File: config.mk
export PLATFORM = sky130hd
export DESIGN_NAME = seq_mult_acc_flat
export DESIGN_NICKNAME = d
export VERILOG_FILES = /design/src/rtl/seq_mult_acc_if.sv /design/src/rtl/seq_mult_acc.sv /design/src/flat_wrapper.sv
export SDC_FILE = /design/constraint.sdc
export NUM_CORES = 1
export LEC_CHECK = 0
export BUFFER_PORTS_ARGS = -buffer_cell sky130_fd_sc_hd__buf_2
export CAP_MARGIN = 10
export CORE_UTILIZATION = 45
export CTS_CLUSTER_DIAMETER = 50
export DETAILED_ROUTE_END_ITERATION = 10
export GPL_ROUTABILITY_DRIVEN = 0
export PLACE_DENSITY_LB_ADDON = 0.12
export SYNTH_ARGS = -nofsm -noshare
export SYNTH_HDL_FRONTEND = slang
export SYNTH_SLANG_ARGS = --single-unit
File: constraint.sdc
create_clock -name Clk -period 3.2 [get_ports Clk]
set_clock_uncertainty 0.2 [all_clocks]
set_input_delay 0.32 -clock Clk [delete_from_list [all_inputs] [get_ports Clk]]
set_output_delay 0.32 -clock Clk [all_outputs]
set_load 0.01 [all_outputs]
File: src/rtl/seq_mult_acc_if.sv
// Bus between a requester and the sequential multiplier: start/done handshake,
// operands and product, plus the FSM state for observation.
//
// Handshake: the requester raises Start with valid Signed/operands; the request
// is taken on the first rising edge where the multiplier can accept it. Busy is
// high from that edge until the result edge. Done is a one-cycle pulse that
// marks Produto valid. Start while Busy is low or in the result cycle is taken.
// A Start at any other time is dropped, not queued.
interface seq_mult_acc_if #(
   parameter int WIDTH = 16
);
   logic                 Start;
   logic                 Signed;
   logic [WIDTH-1:0]     Multiplicando;
   logic [WIDTH-1:0]     Multiplicador;
   logic                 Busy;
   logic                 Done;
   logic [2*WIDTH-1:0]   Produto;
   logic [1:0]           dbg_state;

   modport master (
      output Start, Signed, Multiplicando, Multiplicador,
      input  Busy, Done, Produto, dbg_state
   );

   modport slave (
      input  Start, Signed, Multiplicando, Multiplicador,
      output Busy, Done, Produto, dbg_state
   );
endinterface

File: src/rtl/seq_mult_acc.sv
// Sequential shift-add multiplier, one bit of the multiplier per cycle.
// Signed operands are converted to magnitudes on accept, and the sign is
// applied to the final product. The result edge may also take the next
// request, so the operation rate is one per WIDTH+1 cycles.
module seq_mult_acc #(
   parameter int WIDTH = 16
) (
   input logic           Clk,
   input logic           Reset,
   seq_mult_acc_if.slave bus
);
   localparam int CW = $clog2(WIDTH + 1);

   typedef enum logic [1:0] {
      S_IDLE   = 2'd0,
      S_RUN    = 2'd1,
      S_FINISH = 2'd2
   } state_t;

   state_t               state_q, state_d;
   logic [2*WIDTH:0]     acc_q;
   logic [WIDTH-1:0]     mcand_q;
   logic                 neg_q;
   logic [CW-1:0]        count_q;
   logic [2*WIDTH-1:0]   prod_q;
   logic                 done_q;

   logic                 accept;
   logic [WIDTH-1:0]     mag_a, mag_b;
   logic                 neg_d;
   logic [WIDTH:0]       upper;

   // A request is taken in IDLE and also on the result edge (no bubble).
   assign accept = bus.Start && ((state_q == S_IDLE) || (state_q == S_FINISH));

   // Operand magnitudes; the most negative value maps to 2^(WIDTH-1), which
   // still fits as an unsigned WIDTH-bit number.
   always_comb begin
      mag_a = bus.Multiplicando;
      mag_b = bus.Multiplicador;
      neg_d = 1'b0;
      if (bus.Signed) begin
         if (bus.Multiplicando[WIDTH-1]) mag_a = -bus.Multiplicando;
         if (bus.Multiplicador[WIDTH-1]) mag_b = -bus.Multiplicador;
         neg_d = bus.Multiplicando[WIDTH-1] ^ bus.Multiplicador[WIDTH-1];
      end
   end

   // Conditional add of the multiplicand into the upper half; WIDTH+1 bits
   // hold the sum of two WIDTH-bit values, so it cannot overflow.
   always_comb begin
      upper = acc_q[2*WIDTH:WIDTH];
      if (acc_q[0]) upper = acc_q[2*WIDTH:WIDTH] + {1'b0, mcand_q};
   end

   // State register.
   always_ff @(posedge Clk) begin
      if (Reset) state_q <= S_IDLE;
      else       state_q <= state_d;
   end

   // Next-state logic.
   always_comb begin
      state_d = state_q;
      case (state_q)
         S_IDLE:   if (accept) state_d = S_RUN;
         S_RUN:    if (count_q == CW'(1)) state_d = S_FINISH;
         S_FINISH: state_d = accept ? S_RUN : S_IDLE;
         default:  state_d = S_IDLE;
      endcase
   end

   // Outputs.
   always_comb begin
      bus.Busy      = (state_q != S_IDLE);
      bus.Done      = done_q;
      bus.Produto   = prod_q;
      bus.dbg_state = state_q;
   end

   // Datapath: load on accept, iterate in RUN, publish the signed result in FINISH.
   always_ff @(posedge Clk) begin
      if (Reset) begin
         acc_q   <= '0;
         mcand_q <= '0;
         neg_q   <= 1'b0;
         count_q <= '0;
         prod_q  <= '0;
         done_q  <= 1'b0;
      end else begin
         done_q <= 1'b0;
         if (state_q == S_FINISH) begin
            prod_q <= neg_q ? -acc_q[2*WIDTH-1:0] : acc_q[2*WIDTH-1:0];
            done_q <= 1'b1;
         end
         if (accept) begin
            acc_q   <= {{(WIDTH+1){1'b0}}, mag_b};
            mcand_q <= mag_a;
            neg_q   <= neg_d;
            count_q <= CW'(WIDTH);
         end else if (state_q == S_RUN) begin
            acc_q   <= {1'b0, upper, acc_q[WIDTH-1:1]};
            count_q <= count_q - CW'(1);
         end
      end
   end
endmodule

File: src/flat_wrapper.sv
// flat-port wrapper written by rule: the top's interface ports become plain ports
module seq_mult_acc_flat 
#(
   parameter int WIDTH = 16
)
  (Clk, Reset, bus_Start, bus_Signed, bus_Multiplicando, bus_Multiplicador, bus_Busy, bus_Done, bus_Produto, bus_dbg_state);
  seq_mult_acc_if #(.WIDTH(WIDTH)) bus_i ();
  input logic Clk;
  input logic Reset;
  input wire logic [$bits(bus_i.Start)-1:0] bus_Start;
  input wire logic [$bits(bus_i.Signed)-1:0] bus_Signed;
  input wire logic [$bits(bus_i.Multiplicando)-1:0] bus_Multiplicando;
  input wire logic [$bits(bus_i.Multiplicador)-1:0] bus_Multiplicador;
  output wire logic [$bits(bus_i.Busy)-1:0] bus_Busy;
  output wire logic [$bits(bus_i.Done)-1:0] bus_Done;
  output wire logic [$bits(bus_i.Produto)-1:0] bus_Produto;
  output wire logic [$bits(bus_i.dbg_state)-1:0] bus_dbg_state;
  assign bus_i.Start = bus_Start;
  assign bus_i.Signed = bus_Signed;
  assign bus_i.Multiplicando = bus_Multiplicando;
  assign bus_i.Multiplicador = bus_Multiplicador;
  assign bus_Busy = bus_i.Busy;
  assign bus_Done = bus_i.Done;
  assign bus_Produto = bus_i.Produto;
  assign bus_dbg_state = bus_i.dbg_state;
  seq_mult_acc #(.WIDTH(WIDTH)) u_core (.Clk(Clk), .Reset(Reset), .bus(bus_i));
endmodule
==> Word-level counts from Yosys, hierarchy flattened <==
Index checks and enable logic that the tools add are counted.
Widths: inputs -> output; s select.
{ "totals": {"reg_bits": 89, "wordCells": 43} }
{ "classes": {"n_addsub": 5, "eq_ne": 5, "muxes": 16, "bitwise_logic": 1, "reduce_logical": 7} }
{ "ops": {"columns": ["operator", "n"], "rows": [
  ["$mux 16", 6],
  ["$mux 32", 1],
  ["$neg 16->16", 2],
  ["$neg 32->32", 1],
  ["$add 16x16->17", 1],
  ["$mux 17", 1],
  ["$mux 5", 2],
  ["$pmux 2 s3", 1],
  ["$eq 5x1->1 const B", 1],
  ["$sub 5x1->5 const B", 1],
  ["$mux 2", 2],
  ["$ne 2x1->1 const B", 2],
  ["$reduce_bool 2->1", 2],
  ["$mux 1", 3],
  ["$eq 2x1->1 const B", 1],
  ["$eq 2x2->1 const B", 1],
  ["$logic_not 2->1", 1],
  ["$reduce_and 2->1", 1],
  ["$reduce_or 2->1", 1],
  ["$logic_and 1x1->1", 1],
  ["$logic_or 1x1->1", 1],
  ["$xor 1x1->1", 1]
]} }

==> Depth between registers and ports, before layout <==
{ "depth": {"word_depth": 5, "depth_mapped": 8} }

==> Least setup slack after synthesis <==
No wires, ideal clock.
{ "synth_timing": {"kind": "register to register", "start": "register u_core.acc_q[14]", "end": "register u_core.prod_q[28] (netlist: u_core.bus.Produto[28])", "arrival_ps": 1968, "slack_ps": 910, "stages_incl_launch_ff": 8, "n_path_buf": 1, "period_less_slack_ps": 2290, "cell_sequence": "dfxtp_1 buf_6 or4_4 nor4_4 nand4_4 o41ai_4 xor2_1 o21ai_1"} }
{ "synth_between": {"elab_chain_cells": 2} }
{ "synth_lines": {"columns": ["element", "line_no", "rtl"], "rows": [
  ["from (decl)", "seq_mult_acc.sv:21", "logic [2*WIDTH:0] acc_q;"],
  ["from (signal assigned)", "seq_mult_acc.sv:97", "acc_q <= {{(WIDTH+1){1'b0}}, mag_b};"],
  ["from (signal assigned)", "seq_mult_acc.sv:102", "acc_q <= {1'b0, upper, acc_q[WIDTH-1:1]};"],
  ["$neg 32->32", "seq_mult_acc.sv:93", "prod_q <= neg_q ? -acc_q[2*WIDTH-1:0] : acc_q[2*WIDTH-1:0];"],
  ["$mux 32", "seq_mult_acc.sv:93", null],
  ["to (signal assigned)", "seq_mult_acc.sv:93", null],
  ["to (decl)", "seq_mult_acc.sv:25", "logic [2*WIDTH-1:0] prod_q;"]
]} }
Every way passes these cells.
A chain may end at the register's enable or synchronous reset.

==> Final worst setup path <==
{ "layout_timing": {"start": "register u_core.acc_q[16]", "end": "register u_core.acc_q[31]"} }
{ "layout_between": {"elab_chain_cells": 2} }
{ "layout_lines": {"columns": ["element", "line_no", "rtl"], "rows": [
  ["$add 16x16->17", "seq_mult_acc.sv:53", "if (acc_q[0]) upper = acc_q[2*WIDTH:WIDTH] + {1'b0, mcand_q};"],
  ["$mux 17", "seq_mult_acc.sv:53", null]
]} }
Every way passes these cells.

==> impl_metrics.yaml <==
timing:
  slew_headroom_pct: 33.6
  timing.fmax_ghz: 0.383
  grt_setup_unrepaired: "false"
  min_period_ps: 2610
  post-route-period-util_pct: 81.6
  maxSlewViolCount: 0
  setup_slack_ps: 590
  tightest_slew_ps: 995
  final-setup-viol-count: 0
  finalHoldViolations: 0
  tns_ps: 0
outcome:
  outcome: "finished with violations"
  violations: "DRC"
clocking:
  clk_pin_slew_worst_paths_ps: 60
  cts_tree: "done"
  cts_sinks: 89
  cts-buffers-inserted: 9
  postCtsHoldBufs: 0
  insertion_delay_ps: 340
  h-tree-depth: 3
  root_buffer: "clkbuf_16"
  post_cts_buffers: 0
  post_cts_resized: 0
  clockBufferDepth: 2
cells_and_area:
  nNetsFinal: 791
  final_layout_size_suffix_gt1_share_pct: 16.4
  instances_no_fill: 881
  diodes: 0
  layout.cells.most_common_list: "89 x dfxtp_1, 83 x nand2_1, 71 x buf_2"
  syn_to_final_growth_pct: 13.9
  final_common_cell: "dfxtp_1"
logic_synthesis:
  ys_ff_latch: 89
  synth_edf_count: 0
  synth_cell_types: 62
  synth_area_mm2: 0.00547
  synth_ff_type: "dfxtp_1"
  synth-seq-area-share_pct: 32.6
  syn_avg_cell_area_um2: 8.04
  synth_nets: 738
  synth_warnings: 0
  syn-instance-count: 680
  ys_async_sr_fraction_pct: 0
global_route:
  top_usage_layer: "met2"
  met2_usage_pct: 34.2
  grt_pass1_vias: 4629
  overflow: 0
  grt_use_met1_pct: 32.3
  antenna_found_initial: 0
  grt_usage_pct: 22.3
  grt_max_degree: 40
  grt_util_met3_pct: 3.35
  grt_pass1_wl_um: 22700
setup_path:
  worst-path-buf-inv: 0
  cpPeakStageDelay_ps: 400
  crit_required_ps: 3190
  critPathKind: "reg2reg"
  endpoint_kind: "flop"
  crit_path_cell_trace: "ha_1 -> fa_1 -> a21oi_1 -> o211ai_1 -> a31oi_1 -> o21ai_0 -> a41oi_1 -> o32ai_1"
  setup.worst_path.start_class: "flop"
  critical_path_arrival_ps: 2600
  crit_slowest_cell: "fa_1"
  critical_path.top_delay_family: "compound AO/OA/AOI/OAI gates"
  cp_max_fo: 7
placed_design:
  post-place-ws_ps: 643
  io_buffers: 71
  hpwlAfterDp_um: 10300
  placed_cells: 865
floorplanning:
  coreArea_mm2: 0.0116
  io_pins: 72
  die_w_um: 112
  initial_core_util_pct: 47.1
  die_h_um: 112
  rows: 39
  die_area_mm2: 0.0126
route:
  num_vias: 4926
  drt_wl_total_um: 13500
  drc: 9
  ant_nets: 0
  wl_per_cell_um: 15.3
  viasPerCell: 5.59
  first_iter_violations: 378
  first_pass_iters: 8
power_and_ir_drop:
  power_density_mw_per_mm2: 458
  peakVddDrop_mv: 0.213
  cellLeakagePower_nw: 2.49
  power_w: 0.00286
run:
  maxCapViolCount: 0
worst_hold_path:
  hold_class: "in2reg"
[final timing paths]
path / startpoint / to / slack, ps / depth (start not counted)
worst max register to register: u_core.acc_q[16] / u_core.acc_q[31] / 590 / 8
worst min-delay path: bus_Multiplicando[1] / u_core.mcand_q[1] / 70 / 3
worst min register to register: u_core.bus.Produto[20] / u_core.bus.Produto[20] / 250 / 2
worst max-delay path: u_core.acc_q[16] / u_core.acc_q[31] / 590 / 8
[cells in the mapped netlist (all sizes together), types with 6 or more instances]
cell type	count	area, um^2
o41ai	8	96.4
nand2b	7	43.8
a21oi	41	205
xor2	44	385
and3	6	37.5
xnor2	22	193
nand3	15	85.1
nand4	6	52.6
nor2	70	263
or4	8	72.6
nand2	83	312
buf	9	60.1
or3	6	37.5
a211oi	34	255
clkbuf	33	125
nor4	6	58.8
a21o	8	60.1
nor3	9	56.3
ha	21	263
a311oi	22	193
o31ai	12	90.1
mux2i	9	90.1
dfxtp	89	1780
o21ai	43	215
inv	23	86.3
[tightest hold or removal path: stages]
cell	delay, ps
buf_2	110
nand2_1	50
a311oi_1	80
[sequential cells by signal, indices dropped and copies added, names as in the netlist]
name,cells
u_core.acc_q,32
u_core.bus.Done,1
u_core.bus.Produto,32
u_core.bus.dbg_state,2
u_core.count_q,5
u_core.mcand_q,16
u_core.neg_q,1
[area by class of cell]
type,count,area [um^2]
Fill cell,1156,5380
Multi-Input combinational cell,524,3410
Sequential cell,89,1780
Timing Repair Buffer,85,473
Clock buffer,10,229
Tap cell,143,179
Inverter,24,90.1
Clock inverter,6,68.8
[metal layers]
| layer | up-vias | routed length (um) |
|---|---|---|
| li1 | 2552 | - |
| met1 | 2225 | 6870 |
| met2 | 136 | 5730 |
| met3 | 13 | 761 |
| met4 | 0 | 158 |
| met5 | - | 0 |
[metrics by stage]
stage | utilization, % | instance area, um^2 | hold WS (ps)
4_1_cts | 53.7 | 6230 | 56.4
5_1_grt | 53.7 | 6230 | 92.6
3_3_place_gp | 51.1 | 5930 | 231
3_5_place_dp | 51.1 | 5930 | 241
6_report | 53.7 | 6230 | 72.4
2_1_floorplan | - | 5470 | 241
[where the power goes]
part | switching [W] | total (W) | internal (W)
Sequential | 0.0000805 | 0.00125 | 0.00117
Clock | 0.000443 | 0.00105 | 0.000606
Combinational | 0.000337 | 0.000562 | 0.000224
[cell families after synthesis]
logic type      after synthesis  synth area share (%)
buf+inv                      67                  5.22
compound gates              193                  23.9
fa+ha+maj                    22                  5.17
xor+xnor                     66                  10.6
mux                           9                  1.65
flops                        89                  32.6
simple gates                234                  20.9
(Power assumes the default switching activity.)
